===== src/rtl/decoder10_rr_sched.sv =====
// ---------------------------------------------------------------------------
// decoder10_rr_sched
//
// Purpose:
//   Round-robin scheduler that shares one decoder10 among up to N_REQ
//   requesters. A winner is chosen round-robin among the valid requests,
//   starting just after the most recently granted index. The scheduler then
//   drives the decoder's active-low enable (WD) and 4-bit select (A), so
//   exactly one decoder output is active per grant. The same grant is also
//   exported as a one-hot vector.
//
//   A grant is held for as long as the holder keeps its request high. When
//   the holder releases, the scheduler inserts one dead cycle (GAP) with
//   WD=1 before any new grant. This gives break-before-make on the decoder
//   outputs.
//
// Optional feature (macro ARB_TIMEOUT_EN):
//   When defined, a hold counter forces the holder to release after
//   HOLD_MAX consecutive grant cycles, but only if another valid request
//   is pending. If no other request is pending, the counter saturates and
//   the grant is kept. When the macro is undefined, there is no counter
//   and HOLD_MAX is not used.
//
// Parameters:
//   N_REQ     requesters in use, 2..10 (req[9:N_REQ] ignored)
//   HOLD_MAX  max consecutive grant cycles under ARB_TIMEOUT_EN, >= 2
//
// Ports:
//   clk    in   1   clock, rising edge
//   rst    in   1   asynchronous active-high reset
//   req    in  10   request per requester, level held while wanted
//   WD     out  1   decoder enable, active low
//   A      out  4   decoder select, 0..N_REQ-1
//   grant  out 10   one-hot grant, (1<<A) when WD==0, else 0
//   busy   out  1   high while a grant is active
// ---------------------------------------------------------------------------
module decoder10_rr_sched #(
  parameter int unsigned N_REQ    = 10,
  parameter int unsigned HOLD_MAX = 16
) (
  input  logic       clk,
  input  logic       rst,
  input  logic [9:0] req,
  output logic       WD,
  output logic [3:0] A,
  output logic [9:0] grant,
  output logic       busy
);

  if (N_REQ < 2 || N_REQ > 10 || HOLD_MAX < 2) begin : g_param_check
    $error("decoder10_rr_sched: N_REQ must be 2..10 and HOLD_MAX >= 2");
  end

  localparam logic [9:0] REQ_MASK = 10'((32'd1 << N_REQ) - 32'd1);

  typedef enum logic [1:0] {
    IDLE,
    GRANT,
    GAP
  } state_t;

  state_t     r_state, w_state_nxt;
  logic       r_wd, w_wd_nxt;
  logic [3:0] r_a, w_a_nxt;
  logic [9:0] r_grant, w_grant_nxt;
  logic       r_busy, w_busy_nxt;
  logic [3:0] r_last, w_last_nxt;

  logic [9:0] w_req_v;
  logic       w_hold;
  logic       w_found;
  logic [3:0] w_pick;
  logic [3:0] w_start;
  logic       w_release;

`ifdef ARB_TIMEOUT_EN
  localparam int unsigned     CW       = $clog2(HOLD_MAX) + 1;
  localparam logic [CW-1:0]   CNT_LAST = CW'(HOLD_MAX - 1);
  logic [CW-1:0] r_cnt, w_cnt_nxt;
  logic          w_other;
`endif

  // Requests outside the configured range never take part in arbitration.
  assign w_req_v = req & REQ_MASK;

  // r_grant is one-hot on the holder while granted, so masking the request
  // vector with it gives the holder's own request level.
  assign w_hold  = |(w_req_v & r_grant);
`ifdef ARB_TIMEOUT_EN
  assign w_other = |(w_req_v & ~r_grant);
`endif

  // Round-robin search. It starts just after the last granted index and
  // wraps at N_REQ-1. After a reset, last is 9, so the search starts at 0
  // for every legal N_REQ.
  always_comb begin
    logic [4:0] v_idx;
    v_idx   = '0;
    w_found = 1'b0;
    w_pick  = '0;
    w_start = (r_last >= 4'(N_REQ - 1)) ? 4'd0 : r_last + 4'd1;
    for (int unsigned k = 0; k < N_REQ; k++) begin
      v_idx = 5'(w_start) + 5'(k);
      if (v_idx >= 5'(N_REQ)) begin
        v_idx = v_idx - 5'(N_REQ);
      end
      if (!w_found && w_req_v[v_idx[3:0]]) begin
        w_found = 1'b1;
        w_pick  = v_idx[3:0];
      end
    end
  end

  always_comb begin
    w_state_nxt = r_state;
    w_wd_nxt    = r_wd;
    w_a_nxt     = r_a;
    w_grant_nxt = r_grant;
    w_busy_nxt  = r_busy;
    w_last_nxt  = r_last;
    w_release   = 1'b0;
`ifdef ARB_TIMEOUT_EN
    w_cnt_nxt   = r_cnt;
`endif

    case (r_state)
      IDLE, GAP: begin
        if (w_found) begin
          w_state_nxt = GRANT;
          w_wd_nxt    = 1'b0;
          w_a_nxt     = w_pick;
          w_grant_nxt = 10'd1 << w_pick;
          w_busy_nxt  = 1'b1;
`ifdef ARB_TIMEOUT_EN
          w_cnt_nxt   = '0;
`endif
        end else begin
          w_state_nxt = IDLE;
        end
      end

      GRANT: begin
        // A holder dropping its request always wins. A new request raised
        // in the same cycle is arbitrated in the GAP cycle.
        if (!w_hold) begin
          w_release = 1'b1;
        end
`ifdef ARB_TIMEOUT_EN
        else if (r_cnt == CNT_LAST) begin
          // Saturated: release only when somebody else is waiting.
          w_release = w_other;
        end else begin
          w_cnt_nxt = r_cnt + CW'(1);
        end
`endif
        if (w_release) begin
          // A keeps its value through GAP; only the enable and grant drop.
          w_state_nxt = GAP;
          w_wd_nxt    = 1'b1;
          w_grant_nxt = '0;
          w_busy_nxt  = 1'b0;
          w_last_nxt  = r_a;
        end
      end

      default: begin
        w_state_nxt = IDLE;
        w_wd_nxt    = 1'b1;
        w_grant_nxt = '0;
        w_busy_nxt  = 1'b0;
      end
    endcase
  end

  always_ff @(posedge clk or posedge rst) begin
    if (rst) begin
      r_state <= IDLE;
      r_wd    <= 1'b1;
      r_a     <= '0;
      r_grant <= '0;
      r_busy  <= 1'b0;
      r_last  <= 4'd9;
`ifdef ARB_TIMEOUT_EN
      r_cnt   <= '0;
`endif
    end else begin
      r_state <= w_state_nxt;
      r_wd    <= w_wd_nxt;
      r_a     <= w_a_nxt;
      r_grant <= w_grant_nxt;
      r_busy  <= w_busy_nxt;
      r_last  <= w_last_nxt;
`ifdef ARB_TIMEOUT_EN
      r_cnt   <= w_cnt_nxt;
`endif
    end
  end

  assign WD    = r_wd;
  assign A     = r_a;
  assign grant = r_grant;
  assign busy  = r_busy;

endmodule


===== config.mk =====
export PLATFORM = sky130hd
export DESIGN_NAME = decoder10_rr_sched
export DESIGN_NICKNAME = d
export VERILOG_FILES = /design/src/rtl/decoder10_rr_sched.sv
export SDC_FILE = /design/constraint.sdc
export NUM_CORES = 1
export LEC_CHECK = 0
export BUFFER_PORTS_ARGS = -buffer_cell sky130_fd_sc_hd__buf_2
export CAP_MARGIN = 0
export CORE_ASPECT_RATIO = 2
export CORE_MARGIN = 8
export CORE_UTILIZATION = 50
export DETAILED_ROUTE_END_ITERATION = 8
export PLACE_DENSITY_LB_ADDON = 0.15
export REMOVE_ABC_BUFFERS = 1
export SLEW_MARGIN = 20
export SYNTH_ARGS = -nofsm -noshare
export SYNTH_HDL_FRONTEND = slang
export SYNTH_SLANG_ARGS = --single-unit

===== constraint.sdc =====
create_clock -name clk -period 5.6 [get_ports clk]
set_clock_uncertainty 0.2 [all_clocks]
set_input_delay 0.28 -clock clk [delete_from_list [all_inputs] [get_ports clk]]
set_output_delay 0.28 -clock clk [all_outputs]
set_load 0.005 [all_outputs]

==> run_results.csv, run 1 <==
group,metric,value,unit
run_status,status,"finished, violations left",
run_status,violations,"negative hold slack",
final_layout,nNetsFinal,644,
setup_path,start_kind,"flip-flop",
timing,fmax,185,MHz
logic_synthesis,syn_area,4110,um2
final_layout,drive_above_1_share,0.274,
logic_synthesis,synth_top_area_cell,"dfrtp_1",
placement,dp.cells,697,
placement,hpwlAfterDp,12000,um
final_layout,fin_cells,703,
die,fp.dieW,80.1,um
route,drc,0,
grt,track_usage,0.262,
route,first_pass_iters,5,
logic_synthesis,synthCells,534,
timing,setup_ws,0.208,ns
timing,period_needed,5.39,ns
logic_synthesis,ys_warn_count,0,
route,wl_per_cell,21.6,um
logic_synthesis,yosys.area_share.simple,0.282,
timing,whs,-0.00534,ns
final_layout,area_delta_synth_final,20.5,%
die,die_y,144,um
grt,grt_pass1_vias,4496,
timing,rsz0062_at_grt,"yes",
clock_tree,path_clk_slew,0.06,ns
clock_tree,cts_buffers,3,
final_layout,layout_common_cells,"63 x buf_4, 62 x nand2_1, 36 x mux2i_1, 31 x a21oi_1, 30 x o21ai_0",
setup_path,cp.buffers_inverters,3,
logic_synthesis,yosysTopAreaCellShare,0.116,
logic_synthesis,synthAdderAreaFrac,0.0809,
logic_synthesis,synth_compound_area_frac,0.311,
timing,worst_pin_slew,0.862,ns
logic_synthesis,syn-mean-instance-area,7.70,um2
clock_tree,clockRootBuffer,"clkbuf_16",
logic_synthesis,synth_cell_type_count,90,
setup_path,cp_slowest_stage_delay,0.58,ns
timing,relSlewSlack,0.425,
grt,antenna_found_initial,0,
logic_synthesis,yosys.area_share.xor_xnor,0.0170,
die,die-area,11600,um2
clock_tree,cts_tree,"built",
route,vias,4688,
logic_synthesis,ys_seq_area_frac,0.135,
setup_path,crit_fanout,8,
logic_synthesis,synth-async-reset-ratio,1.00,
timing,fin_crit_sh,0.963,
timing,setup_violations,0,
die,rows,47,
die,start_util,0.507,
setup_path,crit_required,5.58,ns
setup_path,path_delay_family,"simple AND/OR/NAND/NOR gates",
setup_path,crit_chain,"inv_1 -> ha_2 -> nor3b_2 -> o21ai_2 -> ha_1 -> buf_4 -> or2_2 -> o211ai_2 -> ha_1 -> nor2b_1 -> a211oi_1 -> mux2_2 -> o311ai_2 -> buf_4 -> or3_1 -> a31oi_4 -> or2_4 -> nor2_2 -> a2111o_1 -> o2111ai_1 -> or4b_1 -> o21ai_1",
timing,final-max-slew-violation-count,0,
logic_synthesis,synth_top_family_by_area,"compound AO/OA/AOI/OAI gates",
placement,pre_cts_slack,-0.0308,ns
logic_synthesis,synthTopCellsByArea,"dfrtp_1 12%, mux2i_1 8.8%, ha_1 7.6%, nand2_1 5.8%, o21ai_0 3.9%",
die,coreArea,8120,um2
clock_tree,holdBufCountCts,0,
clock_tree,htree_levels,1,
route,wl,15200,um
clock_tree,clock_latency,0.25,ns
final_layout,n_antenna_cell,0,
grt,globalRouteOverflowTotal,0,
logic_synthesis,synth_mux_area_frac,0.126,
job,maxCapViolCount,0,
clock_tree,clockBufferDepth,2,
timing,hold_viol,10,
setup_path,crit_slowest_cell,"or4b_1",
setup_path,criticalPathCategory,"reg -> reg",
logic_synthesis,yosys_most_used_dff,"dfrtp_1",
die,io_pins,28,
setup_path,end_kind,"flip-flop",
placement,gp_congestion,0.967,
clock_tree,cts.sinks,22,
placement,portBuffers,27,
route,viasPerCell,6.67,
route,antenna_left,0,
logic_synthesis,synth-edff-count,0,
final_layout,layout_commonest_cell,"buf_4",
logic_synthesis,synth_seq_cells,22,
setup_path,arrival,5.37,ns
hold_path,hold_path.class,"in -> async",
grt,grt_pass1_wl,23900,um
grt,grt_max_degree,23,
route,dr.first_iter.drc_count,314,
[registers in the layout (all words and copies together), names as in the netlist]
name	count
WD	1
grant	10
A	4
r_state	2
busy	1
r_last	4
[area by class of cell]
| type | instances | area [um2] |
|---|---|---|
| Multi-Input combinational cell | 465 | 3470 |
| Fill cell | 771 | 3160 |
| Timing Repair Buffer | 91 | 619 |
| Sequential cell | 22 | 554 |
| Tap cell | 98 | 123 |
| Inverter | 23 | 86.3 |
| Clock buffer | 3 | 75.1 |
| Clock inverter | 1 | 30.0 |
[repair_timing]
item / CTS / global route
gates resized for setup: 1 / 24
endpoints found under the setup margin: 3 / 15
setup buffers: 0 / 2
pin swaps: 0 / 5
[metal layers]
metal,GRT usage,vias up,share of wire
li1,-,2183,-
met1,0.306,2226,0.38
met2,0.453,226,0.50
met3,0.0349,53,0.062
met4,0.125,0,0.050
met5,0,-,0
[per-stage QoR]
stage	TNS, ns	util	hold WS [ns]	area, um2
after floorplan	-20.97	-	0.0670	4000
after global placement	0	0.582	0.267	4720
after detailed placement	-0.0570	0.582	0.290	4720
after CTS	0	0.595	0.0198	4830
after global routing	-0.0800	0.611	0.0747	4950
final	0	0.611	-0.00534	4950
[logic make-up after synthesis]
group,count (synthesis)
AOI/OAI and AO/OA,171
and+or+nand+nor,211
buffers and inverters,47
DFF,22
adders and majority gates,26
xor gates and xnor gates,8
muxes,49
[synth_stat cells (7+ instances only)]
cell type,instances
nor2_1,28
inv_1,19
a21oi_1,31
xnor2_1,8
and2_1,10
ha_1,25
nor3_1,14
mux2i_1,36
dfrtp_1,19
nand3_1,21
a211oi_1,13
nor2b_1,11
mux2_2,12
nand2_1,63
o21ai_0,32
a21o_1,7
or2_2,8
o211ai_1,8
clkbuf_1,17
[final timing paths]
path	start	endpoint	slack, ns	cells past startpoint
hold / removal	rst	A[3]	-0.005	2
max in group asynchronous	rst	grant[3]	4.67	2
min in group clk	A[0]	A[0]	0.31	2
setup / recovery	r_last[1]	grant[0]	0.21	22
setup reg to reg	r_last[1]	grant[0]	0.21	22
hold reg to reg	A[0]	A[0]	0.31	2
Power of run 1 is left out: the tool's default activity adds up to more than one toggle a clock period on the data nets, which glitch-free logic cannot reach.
==> inputs of run 2 (changes only) <==
--- a/config.mk
+++ b/config.mk
@@ -12,7 +12,6 @@
 export CORE_UTILIZATION = 50
 export DETAILED_ROUTE_END_ITERATION = 8
 export PLACE_DENSITY_LB_ADDON = 0.15
-export REMOVE_ABC_BUFFERS = 1
 export SLEW_MARGIN = 20
 export SYNTH_ARGS = -nofsm -noshare
 export SYNTH_HDL_FRONTEND = slang
==> run 2 against run 1 <==
Compared with the run above: the flow still finishes with violations (negative hold slack); critical path depth shrank 2; worst setup slack improved by 0.025 ns; final cell count is 1.7% lower; non-clock buffer count is 12 lower; critical endpoint is now grant[3]; highest routed layer unchanged.
==> run_results.csv, run 2 (synthesized netlist as in run 1, its figures left out) <==
group,metric,value,unit
run_status,status,"finished, violations left",
run_status,violations,"negative hold slack",
route,wl_per_cell,21.5,um
final_layout,nNetsFinal,632,
route,first_pass_iters,5,
timing,fin_crit_sh,0.958,
final_layout,seqCellArea,554,um2
grt,grt_pass1_vias,4323,
clock_tree,cts_tree,"built",
placement,hpwlAfterDp,11700,um
timing,whs,-0.00778,ns
setup_path,cp.buffers_inverters,3,
final_layout,layout_commonest_cell,"nand2_1",
final_layout,fillers,741,
setup_path,crit_slowest_cell,"dfstp_2",
timing,setup_violations,0,
setup_path,start_kind,"flip-flop",
setup_path,crit_chain,"inv_2 -> ha_4 -> nor3b_2 -> o21ai_2 -> buf_4 -> clkinvlp_4 -> ha_2 -> and2_1 -> a211oi_4 -> ha_2 -> a221oi_1 -> o32ai_2 -> mux2_4 -> nor3_4 -> a311oi_4 -> nand4b_1 -> a32o_1 -> a21o_1 -> or4b_4 -> o21ai_2",
route,antenna_left,0,
timing,relSlewSlack,0.415,
final_layout,multiInputGateArea,3540,um2
clock_tree,holdBufCountCts,0,
route,vias,4646,
grt,antenna_found_initial,0,
die,coreArea,8120,um2
die,fp.dieW,80.1,um
final_layout,final_cell_area,4940,um2
route,wl,14900,um
final_layout,layout_common_cells,"62 x nand2_1, 51 x buf_4, 35 x mux2i_1, 31 x a21oi_1, 29 x o21ai_0",
route,viasPerCell,6.72,
final_layout,largest_register_ffs,10,
timing,fmax,186,MHz
grt,track_usage,0.257,
setup_path,end_kind,"flip-flop",
route,dr.first_iter.drc_count,443,
die,die_y,144,um
setup_path,cp_slowest_stage_delay,0.56,ns
clock_tree,clock_latency,0.26,ns
timing,rsz0062_at_grt,"yes",
clock_tree,path_clk_slew,0.07,ns
grt,grtUsageMet1,0.318,
final_layout,drive_above_1_share,0.275,
grt,gr-max-usage-layer,"met2",
die,io_pins,28,
final_layout,n_antenna_cell,0,
final_layout,final_util,0.609,
grt,grt_max_degree,23,
setup_path,criticalPathCategory,"reg -> reg",
setup_path,crit_fanout,7,
clock_tree,htree_levels,1,
setup_path,crit_required,5.59,ns
hold_path,hold_path.class,"in -> async",
placement,dpl_cell_area,4690,um2
setup_path,arrival,5.36,ns
die,rows,47,
grt,globalRouteMet2Util,0.434,
timing,period_needed,5.37,ns
die,die-area,11600,um2
timing,hold_viol,10,
clock_tree,cts.sinks,22,
clock_tree,cts_buffers,3,
placement,gp_congestion,0.981,
job,maxCapViolCount,0,
timing,final-max-slew-violation-count,0,
route,drc,0,
clock_tree,clockBufferDepth,2,
clock_tree,clockRootBuffer,"clkbuf_16",
grt,grtUsageMet3,0.0181,
final_layout,area_delta_synth_final,20.1,%
placement,portBuffers,27,
grt,grt_pass1_wl,23300,um
logic_synthesis,syn_nets,572,
setup_path,path_delay_family,"compound AO/OA/AOI/OAI gates",
die,start_util,0.507,
timing,worst_pin_slew,0.853,ns
timing,setup_tns,0,ns
grt,globalRouteOverflowTotal,0,
## run 2: changes by cell type in the layout (fill, tap and decap cells not counted), moves of 2 or more
cell	delta
inv_1	-2
ha_1	-2
a31oi_2	+2
ha_4	+3
buf_4	-12
## run 2: layout make-up
class	count	share of cell area
Clock buffer	3	0.0152
Tap cell	98	0.0248
Clock inverter	1	0.00608
Timing Repair Buffer	79	0.106
Inverter	23	0.0182
Multi-Input combinational cell	465	0.718
Sequential cell	22	0.112
## run 2: worst paths after layout
| path | from | to | slack [ns] | cells past startpoint |
|---|---|---|---|---|
| worst max-delay path | r_last[0] | grant[3] | 0.23 | 20 |
| worst min-delay path | rst | A[2] | -0.008 | 2 |
| worst max register to register | r_last[0] | grant[3] | 0.23 | 20 |
| worst min register to register | grant[8] | grant[8] | 0.32 | 2 |
| max in group asynchronous | rst | A[3] | 4.66 | 2 |
| min in group clk | grant[8] | grant[8] | 0.32 | 2 |
## run 2: layer usage
layer / vias to the layer above / routed length, um
li1: 2147 / -
met1: 2195 / 5820
met2: 232 / 7400
met3: 72 / 893
met4: 0 / 775
met5: - / 0
## run 2: through the flow
step | std cells | setup WS, ns
6_report | 691 | 0.233
5_1_grt | 691 | 0.00147
4_1_cts | 687 | 0.0176
3_5_place_dp | 683 | -0.00289
3_3_place_gp | 683 | 0.0304
2_1_floorplan | 534 | 0.00181
## run 2: timing repair
item / in CTS / in global routing
resized for setup: 1 / 23
gates cloned: 0 / 0
pin swaps: 0 / 6
endpoints found under the setup margin: 1 / 15
setup buffers: 0 / 4
Power of run 2 is left out for the same reason.
==> inputs of run 3 (changes only) <==
--- a/config.mk
+++ b/config.mk
@@ -5,6 +5,7 @@
 export SDC_FILE = /design/constraint.sdc
 export NUM_CORES = 1
 export LEC_CHECK = 0
+export ABC_AREA = 1
 export BUFFER_PORTS_ARGS = -buffer_cell sky130_fd_sc_hd__buf_2
 export CAP_MARGIN = 0
 export CORE_ASPECT_RATIO = 2
==> run 3 against run 2 <==
Compared with the run above: the flow now finishes without violations; critical path depth stayed put; cell area is 20% lower; utilization is 5.5 points lower; critical endpoint is now grant[1]; hold slack better by 0.27 ns; sequential cell count stayed put; register-to-register slack better by 0.31 ns; global-route usage is 5.1 points lower; die area is 9.6% lower; final cell count is 6.1% higher; largest cell class unchanged; worst setup slack better by 0.31 ns; count of clock-buffer cells in the layout is 1 higher.
==> run_results.csv, run 3 <==
group,metric,value,unit
run_status,status,"completed",
setup_path,path_delay_family,"simple AND/OR/NAND/NOR gates",
setup_path,crit_chain,"inv_1 -> ha_1 -> nand3_2 -> nand2_2 -> nand2_2 -> ha_1 -> inv_1 -> ha_1 -> nand2_1 -> nand2_1 -> nand2_1 -> nand2_1 -> o21ai_1 -> o41ai_2 -> nor2_4 -> nor2_2 -> nand3_1 -> nor2_1 -> nand2_1 -> nand2_1",
final_layout,area_delta_synth_final,8.68,%
die,rows,44,
final_layout,final_util,0.554,
timing,fmax,198,MHz
setup_path,timing.rr.end,"grant[1]",
die,coreArea,7160,um2
die,die-area,10500,um2
setup_path,crit_cells,20,
clock_tree,clockBufferDepth,2,
route,antenna_left,0,
logic_synthesis,synthTopCellsByArea,"nand2_1 22%, dfrtp_1 13%, nand3_1 13%, ha_1 8.6%, inv_1 7.5%",
logic_synthesis,yosys_most_used_dff,"dfrtp_1",
job,maxCapViolCount,0,
setup_path,crit_required,5.59,ns
timing,setup_violations,0,
clock_tree,cts.sinks,22,
clock_tree,htree_levels,1,
grt,grt_pass1_wl,18100,um
clock_tree,holdBufCountCts,1,
timing,relSlewSlack,0.396,
logic_synthesis,synthCells,612,
setup_path,crit_top_cell,"nand2_1",
hold_path,hold_path_end,"busy",
final_layout,largest_register_ffs,10,
timing,setup_tns,0,ns
logic_synthesis,synth_cell_type_count,42,
setup_path,crit_slowest_cell,"o41ai_2",
logic_synthesis,synth-edff-count,0,
die,die_y,137,um
clock_tree,cts-resized-gates,0,
logic_synthesis,ys_warn_count,0,
final_layout,layout_commonest_cell,"nand2_1",
placement,portBuffers,27,
grt,grt_max_degree,25,
logic_synthesis,synthTopCellsByCount,"210 x nand2_1, 93 x nand3_1, 73 x inv_1, 40 x nor2_1, 33 x o21ai_0",
timing,worst_pin_slew,0.896,ns
logic_synthesis,yosysMostFrequentCell,"nand2_1",
die,io_pins,28,
timing,hold_viol,0,
setup_path,start_kind,"flip-flop",
setup_path,reg2reg_depth,20,
route,dr.first_iter.drc_count,386,
timing,period_needed,5.06,ns
grt,track_usage,0.207,
logic_synthesis,yosysTopAreaCellShare,0.216,
die,fp.dieW,76.4,um
route,wl_per_cell,14.8,um
final_layout,layout_common_cells,"210 x nand2_1, 93 x nand3_1, 73 x inv_1, 40 x nor2_1, 33 x o21ai_0",
clock_tree,postCtsSetupRepairBufs,0,
logic_synthesis,synth_top_area_cell,"nand2_1",
setup_path,arrival,5.05,ns
logic_synthesis,synth_mux_area_frac,0,
clock_tree,cts_buffers,3,
logic_synthesis,synth_compound_area_frac,0.123,
grt,globalRouteOverflowTotal,0,
grt,grt_pass1_vias,3845,
logic_synthesis,ys_seq_area_frac,0.152,
clock_tree,path_clk_slew,0.06,ns
logic_synthesis,yosys.area_share.simple,0.522,
route,viasPerCell,5.48,
logic_synthesis,syn-mean-instance-area,5.96,um2
route,drc,0,
logic_synthesis,syn_area,3650,um2
hold_path,hold_path.class,"reg -> reg",
logic_synthesis,syn_nets,650,
setup_path,criticalPathCategory,"reg -> reg",
setup_path,cp_slowest_stage_delay,0.76,ns
setup_path,regToRegStartpoint,"r_last[0]",
placement,hpwlAfterDp,8770,um
route,first_pass_iters,5,
setup_path,cp.buffers_inverters,2,
logic_synthesis,synth_seq_cells,22,
setup_path,end_kind,"flip-flop",
route,vias,4020,
logic_synthesis,yosys.area_share.xor_xnor,0.0117,
final_layout,nNetsFinal,680,
clock_tree,cts_tree,"built",
setup_path,r2r_setup_slack,0.54,ns
placement,gp_congestion,0.958,
setup_path,crit_fanout,24,
hold_path,min_path_cells,2,
die,start_util,0.510,
final_layout,drive_above_1_share,0.144,
route,wl,10900,um
timing,final-max-slew-violation-count,0,
logic_synthesis,synthAdderAreaFrac,0.0912,
timing,fin_crit_sh,0.904,
logic_synthesis,synth-async-reset-ratio,1.00,
timing,rsz0062_at_grt,"no",
final_layout,n_antenna_cell,0,
logic_synthesis,synth_top_family_by_area,"simple AND/OR/NAND/NOR gates",
clock_tree,clockRootBuffer,"clkbuf_16",
clock_tree,clock_latency,0.25,ns
hold_path,min_from,"busy",
grt,antenna_found_initial,0,
run 3: area by class of cell:
class                   instances  area, um2
flip-flops and latches         22        554
inverters                      80        303
clock buffers                   4       88.8
multi-input cells             503       2730
well taps                      92        115
repair buffers                 32        175
fillers                       779       3190
run 3: worst max path at each step:
stage / startpoint / to
6_report: r_last[0] / grant[1]
5_1_grt: r_last[0] / grant[9]
4_1_cts: r_last[0] / grant[1]
3_5_place_dp: r_last[0] / grant[5]
3_3_place_gp: r_last[0] / grant[8]
2_1_floorplan: r_last[0] / A[3]
run 3: kinds of logic after synthesis:
kind of cell | after synthesis
fa+ha+maj | 26
xor+xnor | 4
flops | 22
simple gates | 401
compound gates | 72
buf+inv | 87
run 3: stage by stage:
| step | area, um2 | hold WS [ns] | cells | setup slack, ns |
|---|---|---|---|---|
| after floorplan | 3650 | 0.0670 | 612 | 1.41 |
| after global placement | 3870 | 0.254 | 728 | 0.674 |
| after detailed placement | 3870 | 0.255 | 728 | 0.624 |
| after CTS | 3970 | 0.269 | 733 | 0.560 |
| after global routing | 3970 | 0.302 | 733 | 0.0875 |
| final | 3970 | 0.263 | 733 | 0.540 |
run 3: routing by layer:
layer  vias to the layer above  routed length, um  track usage  part of all wire
met5                         -                  0            0                 0
met4                         0                439       0.0948             0.040
met3                        29                425       0.0197             0.039
met2                       108               5460        0.370              0.50
met1                      1826               4530        0.241              0.42
li1                       2057                  -            -                 -
run 3: worst reg2reg max path, cell delays in order, from the launching register on:
cell     delay, ns
dfstp_2       0.56
inv_1         0.13
ha_1          0.25
nand3_2       0.08
nand2_2       0.19
nand2_2       0.45
ha_1          0.42
inv_1         0.26
ha_1          0.25
nand2_1       0.08
nand2_1       0.06
nand2_1       0.09
nand2_1       0.07
o21ai_1       0.21
o41ai_2       0.76
nor2_4        0.09
nor2_2        0.24
nand3_1       0.14
nor2_1        0.29
nand2_1       0.12
nand2_1       0.07
Power of run 3 is left out for the same reason.
